$ cat src/rtl/spike_count_if.sv
// Handshake and result bundle between the classifier and its requester.
// master drives start/spike_in; slave (the classifier) drives the results.
interface spike_count_if #(
  parameter int num_neurons = 4,
  parameter int index_width = 2,
  parameter int count_width = 8
);
  logic                   start;
  logic [num_neurons-1:0] spike_in;
  logic                   busy;
  logic                   result_valid;
  logic [index_width-1:0] winner;
  logic [count_width-1:0] winner_count;
  logic                   no_spike;

  modport master (
    output start, spike_in,
    input  busy, result_valid, winner, winner_count, no_spike
  );

  modport slave (
    input  start, spike_in,
    output busy, result_valid, winner, winner_count, no_spike
  );
endinterface

$ cat src/rtl/spike_count_classifier.sv
// Counts per-neuron spikes over a fixed window, then scans for the most active neuron.
// Macro SPIKE_COUNT_SATURATE_EN: counters saturate instead of wrapping.
module spike_count_classifier #(
  parameter int num_neurons   = 4,
  parameter int index_width   = 2,
  parameter int count_width   = 8,
  parameter int window_cycles = 100
) (
  input logic           i_clk,
  input logic           i_rst,
  spike_count_if.slave  io_bus
);

  localparam int WIN_W = (window_cycles > 1) ? $clog2(window_cycles) : 1;
  localparam logic [WIN_W-1:0]       WIN_LAST = WIN_W'(window_cycles - 1);
  localparam logic [index_width-1:0] IDX_LAST = index_width'(num_neurons - 1);
  localparam logic [index_width-1:0] IDX_ZERO = {index_width{1'b0}};
  localparam logic [count_width-1:0] CNT_ZERO = {count_width{1'b0}};
  localparam logic [count_width-1:0] CNT_MAX  = {count_width{1'b1}};

  typedef enum logic [1:0] {
    S_IDLE  = 2'd0,
    S_COUNT = 2'd1,
    S_SCAN  = 2'd2,
    S_DONE  = 2'd3
  } state_t;

  state_t                 r_state;
  state_t                 w_next;
  logic [count_width-1:0] r_cnt [num_neurons];
  logic [WIN_W-1:0]       r_win;
  logic [index_width-1:0] r_idx;
  logic [index_width-1:0] r_best_idx;
  logic [count_width-1:0] r_best_cnt;
  logic [index_width-1:0] w_best_idx;
  logic [count_width-1:0] w_best_cnt;
  logic [count_width-1:0] w_scan_cnt;
  logic                   r_busy;
  logic                   r_valid;
  logic [index_width-1:0] r_winner;
  logic [count_width-1:0] r_winner_count;
  logic                   r_no_spike;

  function automatic logic [count_width-1:0] bump(input logic [count_width-1:0] c);
`ifdef SPIKE_COUNT_SATURATE_EN
    if (c == CNT_MAX) begin
      bump = c;
    end else begin
      bump = c + count_width'(1);
    end
`else
    bump = c + count_width'(1);
`endif
  endfunction

  // State register.
  always_ff @(posedge i_clk) begin
    if (!i_rst) begin
      r_state <= S_IDLE;
    end else begin
      r_state <= w_next;
    end
  end

  // Next-state logic.
  always_comb begin
    w_next = r_state;
    case (r_state)
      S_IDLE: begin
        if (io_bus.start) w_next = S_COUNT;
        else              w_next = S_IDLE;
      end
      S_COUNT: begin
        if (r_win == WIN_LAST) w_next = S_SCAN;
        else                   w_next = S_COUNT;
      end
      S_SCAN: begin
        if (r_idx == IDX_LAST) w_next = S_DONE;
        else                   w_next = S_SCAN;
      end
      S_DONE:  w_next = S_IDLE;
      default: w_next = S_IDLE;
    endcase
  end

  // Running best: index 0 seeds it, later indices must be strictly greater.
  always_comb begin
    w_scan_cnt = r_cnt[r_idx];
    w_best_idx = r_best_idx;
    w_best_cnt = r_best_cnt;
    if ((r_idx == IDX_ZERO) || (w_scan_cnt > r_best_cnt)) begin
      w_best_idx = r_idx;
      w_best_cnt = w_scan_cnt;
    end else begin
      w_best_idx = r_best_idx;
      w_best_cnt = r_best_cnt;
    end
  end

  // Counters, window timer and scan pointer.
  always_ff @(posedge i_clk) begin
    if (!i_rst) begin
      for (int i = 0; i < num_neurons; i++) r_cnt[i] <= CNT_ZERO;
      r_win      <= {WIN_W{1'b0}};
      r_idx      <= IDX_ZERO;
      r_best_idx <= IDX_ZERO;
      r_best_cnt <= CNT_ZERO;
    end else begin
      case (r_state)
        S_IDLE: begin
          if (io_bus.start) begin
            for (int i = 0; i < num_neurons; i++) r_cnt[i] <= CNT_ZERO;
            r_win <= {WIN_W{1'b0}};
            r_idx <= IDX_ZERO;
          end
        end
        S_COUNT: begin
          for (int i = 0; i < num_neurons; i++) begin
            if (io_bus.spike_in[i]) r_cnt[i] <= bump(r_cnt[i]);
          end
          r_win <= r_win + WIN_W'(1);
        end
        S_SCAN: begin
          r_idx      <= r_idx + index_width'(1);
          r_best_idx <= w_best_idx;
          r_best_cnt <= w_best_cnt;
        end
        default: begin
          r_idx <= IDX_ZERO;
        end
      endcase
    end
  end

  // Registered outputs; results captured on the last scan step so they appear in DONE.
  always_ff @(posedge i_clk) begin
    if (!i_rst) begin
      r_busy         <= 1'b0;
      r_valid        <= 1'b0;
      r_winner       <= IDX_ZERO;
      r_winner_count <= CNT_ZERO;
      r_no_spike     <= 1'b0;
    end else begin
      r_busy  <= (w_next == S_COUNT) || (w_next == S_SCAN);
      r_valid <= (w_next == S_DONE);
      if ((r_state == S_SCAN) && (w_next == S_DONE)) begin
        r_winner       <= w_best_idx;
        r_winner_count <= w_best_cnt;
        r_no_spike     <= (w_best_cnt == CNT_ZERO);
      end
    end
  end

  assign io_bus.busy         = r_busy;
  assign io_bus.result_valid = r_valid;
  assign io_bus.winner       = r_winner;
  assign io_bus.winner_count = r_winner_count;
  assign io_bus.no_spike     = r_no_spike;

endmodule

$ cat src/flat_wrapper.sv
// flat-port wrapper written by rule: the top's interface ports become plain ports
module spike_count_classifier_flat 
#(
  parameter int num_neurons   = 4,
  parameter int index_width   = 2,
  parameter int count_width   = 8,
  parameter int window_cycles = 100
)
  (i_clk, i_rst, io_bus_start, io_bus_spike_in, io_bus_busy, io_bus_result_valid, io_bus_winner, io_bus_winner_count, io_bus_no_spike);
  spike_count_if #(.num_neurons(num_neurons), .index_width(index_width), .count_width(count_width)) io_bus_i ();
  input logic i_clk;
  input logic i_rst;
  input wire logic [$bits(io_bus_i.start)-1:0] io_bus_start;
  input wire logic [$bits(io_bus_i.spike_in)-1:0] io_bus_spike_in;
  output wire logic [$bits(io_bus_i.busy)-1:0] io_bus_busy;
  output wire logic [$bits(io_bus_i.result_valid)-1:0] io_bus_result_valid;
  output wire logic [$bits(io_bus_i.winner)-1:0] io_bus_winner;
  output wire logic [$bits(io_bus_i.winner_count)-1:0] io_bus_winner_count;
  output wire logic [$bits(io_bus_i.no_spike)-1:0] io_bus_no_spike;
  assign io_bus_i.start = io_bus_start;
  assign io_bus_i.spike_in = io_bus_spike_in;
  assign io_bus_busy = io_bus_i.busy;
  assign io_bus_result_valid = io_bus_i.result_valid;
  assign io_bus_winner = io_bus_i.winner;
  assign io_bus_winner_count = io_bus_i.winner_count;
  assign io_bus_no_spike = io_bus_i.no_spike;
  spike_count_classifier #(.num_neurons(num_neurons), .index_width(index_width), .count_width(count_width), .window_cycles(window_cycles)) u_core (.i_clk(i_clk), .i_rst(i_rst), .io_bus(io_bus_i));
endmodule
$ cat config.mk
export PLATFORM = sky130hd
export DESIGN_NAME = spike_count_classifier_flat
export DESIGN_NICKNAME = d
export VERILOG_FILES = /design/src/rtl/spike_count_if.sv /design/src/rtl/spike_count_classifier.sv /design/src/flat_wrapper.sv
export SDC_FILE = /design/constraint.sdc
export NUM_CORES = 1
export LEC_CHECK = 0
export CAP_MARGIN = 15
export CORE_ASPECT_RATIO = 0.9
export CORE_MARGIN = 4
export CORE_UTILIZATION = 54
export CTS_CLUSTER_SIZE = 16
export DETAILED_ROUTE_END_ITERATION = 10
export GPL_ROUTABILITY_DRIVEN = 0
export PLACE_DENSITY = 0.87
export SYNTH_ARGS = -nofsm -noshare
export SYNTH_HDL_FRONTEND = slang
export SYNTH_SLANG_ARGS = --single-unit
$ cat constraint.sdc
create_clock -name i_clk -period 2.4 [get_ports i_clk]
set_input_delay 0.48 -clock i_clk [delete_from_list [all_inputs] [get_ports i_clk]]
set_output_delay 0.48 -clock i_clk [all_outputs]
set_load 0.05 [all_outputs]
# ---- Word-level counts from Yosys, hierarchy flattened
# Memories as Yosys holds them, arrays and structs flattened. A register that Yosys moved wholly into a read port is not among the register bits.
# Cells that the tools add are included.
dict set report totals {
  ram_bits 32
  out_inout_bits 13
  wordCells 86
  reg_bits 34
  mem_count 1
  input_bits 7
}
dict set report classes {
  order_cmp 1
  addsub 6
  reduce_logical 9
  muxes 41
  n_eq_ne 9
  n_bitwise 9
}
# memory words word_bits rd rd_ports_with_merged_regs wr line_no
set mem_list {}
lappend mem_list {u_core.r_cnt 4 8 5 1 4 spike_count_classifier.sv:30} ;# logic [count_width-1:0] r_cnt [num_neurons];
# op n
set op_table {}
lappend op_table {{$mux W8} 9}
lappend op_table {{$add A8 B1 Y8 const B} 4}
lappend op_table {{$mux W1} 23}
lappend op_table {{$pmux W7 S2} 1}
lappend op_table {{$eq A2 B2 Y1 const B} 5}
lappend op_table {{$mux W2} 5}
lappend op_table {{$gt A8 B8 Y1} 1}
lappend op_table {{$logic_not A8 Y1} 1}
lappend op_table {{$or A1 B1 Y1} 8}
lappend op_table {{$pmux W2 S4} 1}
lappend op_table {{$add A7 B1 Y7 const B} 1}
lappend op_table {{$eq A7 B7 Y1 const B} 1}
lappend op_table {{$mux W7} 1}
lappend op_table {{$pmux W2 S3} 1}
lappend op_table {{$eq A2 B1 Y1 const B} 2}
lappend op_table {{$logic_not A2 Y1} 2}
lappend op_table {{$reduce_and A2 Y1} 2}
lappend op_table {{$add A2 B1 Y2 const B} 1}
lappend op_table {{$logic_or A1 B1 Y1} 2}
lappend op_table {{$ne A2 B2 Y1 const B} 1}
lappend op_table {{$reduce_bool A2 Y1} 1}
lappend op_table {{$logic_and A1 B1 Y1} 1}
lappend op_table {{$not A1 Y1} 1}

# ---- Depth between registers and ports, before layout
# Gate-level depths: netlist (run 1).
dict set report logic_depth {
  word_depth 6
  ltp_mapped 11
  mapped_depth_nobuf 9
}

# ---- Worst setup path before layout (run 1)
# Ideal clock, no wire load.
dict set report synth_path {
  kind {register -> register}
  startpoint {register with a tool-made name}
  endpoint {register u_core.r_winner_count[5], in the netlist u_core.io_bus.winner_count[5]}
  setup_ns 0.133
  period_less_slack_ns 2.660
  path_buffers 2
  required_time_ns 2.267
  arrival_time_ns 2.528
  path_slack_ns -0.260
  path_stages_with_launch 11
  cell_sequence {dfxtp_1 buf_6 mux4_1 ha_1 nor2b_1 o211ai_1 a21o_1 a31oi_1 buf_2 mux2i_1 a21oi_1}
}
# element line_no
set synth_rtl {}
lappend synth_rtl {{end signal, assigned} spike_count_classifier.sv:148} ;# r_winner_count <= w_best_cnt;
lappend synth_rtl {{end, declared} spike_count_classifier.sv:41} ;# logic [count_width-1:0] r_winner_count;

==> results of run 1 <==
[where the power goes]
group	internal (mW)	leakage [nW]	switching, mW	total [mW]
registers	1.23	0.619	0.0313	1.26
logic	0.128	0.986	0.143	0.271
clock network	0.465	0.0985	0.434	0.900
[final cells by class]
class	instances	area (um^2)
Inverter	17	66.3
Clock buffer	13	170
Sequential cell	68	1600
Timing Repair Buffer	64	552
Clock inverter	3	18.8
Fill cell	439	1840
Tap cell	87	109
Multi-Input combinational cell	253	1820
[routing by layer]
metal	GRT usage, %	share of wire, %
met5	0	0
met3	7.39	6.7
met2	35.8	48
met4	9.18	3.2
met1	28.0	42
[metrics by stage]
step                      cells  setup WS, ns  setup TNS, ns  area, um^2  power (mW)
after global placement      488       -0.0386         -0.301        4040        1.52
after detailed placement    488        -0.156          -1.87        4040        1.53
final                       505        -0.155          -2.06        4340        2.43
after global routing        505        -0.275          -4.65        4340        2.52
after CTS                   505        -0.152          -1.75        4300        2.42
after floorplan             352       0.00468              0        3470        1.41
[synth_stat cells, types with 5 or more instances]
cell	count
mux2i_1	13
clkbuf_1	10
a21oi_1	15
and2_1	8
mux4_1	5
nand2_1	26
xor2_1	18
ha_1	16
inv_1	17
and3_1	7
nand3_1	35
o21ai_0	25
nor2_1	37
edfxtp_1	24
dfxtp_1	44
xnor2_1	7
nor2b_1	7
[flip-flops by register name, indices dropped and copies added (netlist names), 2 cells and up, named ones only]
name	flops
u_core.io_bus.winner	2
u_core.io_bus.winner_count	8
u_core.r_best_cnt	8
u_core.r_best_idx	2
u_core.r_cnt	32
u_core.r_idx	2
u_core.r_state	2
u_core.r_win	7
[worst reg2reg max path: cells and delay by family (launching register included)]
family          cells  cell delay, ns
compound gates      3            0.40
flops               1            0.35
simple gates        2            0.53
mux                 1            0.56
fa+ha+maj           1            0.30
buf+inv             3            0.35
[repair_timing]
| item | in CTS | in global routing |
|---|---|---|
| gates resized for setup | 10 | 6 |
| buffers inserted | 1 | 0 |
| pin swaps | 14 | 7 |
| setup endpoints to repair | 21 | 21 |
| hold buffers | 0 | 0 |
[logic make-up (layout without fill, tap and decap cells)]
logic type	count (synthesis)	after routing	synth area share (%)
flops	68	68	46.3
compound gates	56	56	9.27
simple gates	135	135	18.8
xor+xnor	25	25	6.34
buf+inv	31	97	3.91
mux	21	21	9.52
fa+ha+maj	16	16	5.79
[worst paths after layout]
path	startpoint	end	slack (ns)	depth (start not counted)
max	flop	u_core.io_bus.no_spike$_SDFFE_PN0P_	-0.16	10
min	u_core.r_best_idx[0]$_SDFFE_PN0P_	u_core.r_best_idx[0]$_SDFFE_PN0P_	0.46	2
max reg2reg	flop	u_core.io_bus.no_spike$_SDFFE_PN0P_	-0.16	10
min reg2reg	u_core.r_best_idx[0]$_SDFFE_PN0P_	u_core.r_best_idx[0]$_SDFFE_PN0P_	0.46	2
==> results.sh, run 1 <==
export IMPL_slew_violations=0
export IMPL_ys_ff_latch=68
export IMPL_report_final_setup_viol=21
export IMPL_hp_class="flop to flop"
export IMPL_p_leak_nw=1.70
export IMPL_violations="negative setup slack"
export IMPL_vias=2863
export IMPL_worst_slack_ns=-0.155
export IMPL_dp_hpwl_mm=5.68
export IMPL_max_vdd_ir_drop_mv=0.446
export IMPL_max_freq_mhz=391
export IMPL_slew_headroom_pct=61.0
export IMPL_cp_max_fo=8
export IMPL_path_delay_family="multiplexers"
export IMPL_start_kind="flop"
export IMPL_ys_warn_count=0
export IMPL_finalWirelength_mm=8.40
export IMPL_grtUsageTotal_pct=22.5
export IMPL_area_growth_pct=25.6
export IMPL_arrival_ns=2.85
export IMPL_slowest_delay_ns=0.56
export IMPL_cts_buffer_depth=2
export IMPL_die_y_um=83.9
export IMPL_run_status="complete, but fails checks"
export IMPL_period_needed_ns=2.56
export IMPL_cts_htree_levels=3
export IMPL_ys_flop_type="dfxtp_1"
export IMPL_dr_pass1_iters=5
export IMPL_drt_iter0_markers=219
export IMPL_synth_fp_nets=375
export IMPL_io_buffer_count=19
export IMPL_nNetsFinal=436
export IMPL_grt_pass1_wl_mm=13.6
export IMPL_path_clk_slew_ns=0.08
export IMPL_synth_edf_count=24
export IMPL_route_detailed_drc=0
export IMPL_cts_tree="done"
export IMPL_final_cell_mix="43 x dfxtp_1, 41 x buf_4, 37 x nor2_1, 35 x nand3_1, 26 x nand2_1"
export IMPL_antenna_found_initial=0
export IMPL_synth_cell_type_count=41
export IMPL_required_ns=2.69
export IMPL_rsz0062_at_grt="yes"
export IMPL_coreArea_um2=6180
export IMPL_synth_top_cell_by_area="dfxtp_1"
export IMPL_final_common_cell="dfxtp_1"
export IMPL_cp_cell_sequence="buf_12 -> mux4_2 -> ha_4 -> nand4_1 -> or3_4 -> inv_4 -> a31oi_4 -> buf_6 -> o32ai_4 -> a31o_1"
export IMPL_avgSynthCellArea_um2=9.82
export IMPL_syn_inst=352
export IMPL_via_per_inst=5.67
export IMPL_grt_remaining_overflow=0
export IMPL_endpoint_kind="flop"
export IMPL_die_area_um2=7750
export IMPL_ioPinCount=20
export IMPL_wl_per_cell_um=16.6
export IMPL_max_cap_violations=0
export IMPL_grt_max_degree=25
export IMPL_syn_area_um2=3460
export IMPL_cp_num_buf_inv=3
export IMPL_clock_sinks=68
export IMPL_skew_ns=0.00986
export IMPL_whs_ns=0.464
export IMPL_die_x_um=92.3
export IMPL_synth_top_area_share_pct=25.5
export IMPL_power_density_nw_per_um2=560
export IMPL_worst_pin_slew_ns=0.578
export IMPL_synthArstFlopShare_pct=0
export IMPL_num_antenna_cells=0
export IMPL_ys_seq_area_share_pct=46.3
export IMPL_rows=27
export IMPL_route_antenna_remaining_nets=0
export IMPL_timing_final_crit_share_pct=106
export IMPL_clock_latency_ns=0.35
export IMPL_slowest_stage="mux4_2"
export IMPL_post_route_util_pct=70.2
export IMPL_start_util_pct=55.9
export IMPL_cts_root_buffer="clkbuf_8"
export IMPL_cts_made_buffers=9
export IMPL_yosys_top_cells_area="dfxtp_1 25%, edfxtp_1 21%, ha_1 5.8%, nand3_1 5.1%, xor2_1 4.6%"
export IMPL_grt_pass1_vias=2827
export IMPL_hold_violations=0
export IMPL_path_class="flop to flop"
export IMPL_drive_gt1_share_pct=19.4
Note: power is estimated with default switching activity, not from simulation.
==> run 2, diff against run 1 <==
==> constraint.sdc (replaced) <==
create_clock -name i_clk -period 2.4 [get_ports i_clk]
set_input_delay 0.48 -clock i_clk [delete_from_list [all_inputs] [get_ports i_clk]]
set_output_delay 0.48 -clock i_clk [all_outputs]
set_load 0.005 [all_outputs]
==> results of run 2 <==
Same layout as run 1 (identical final DEF). Status: complete, but fails checks: negative setup slack.
Among the figures that moved: worst IR drop on VDD 0.446 mV -> 0.445 mV
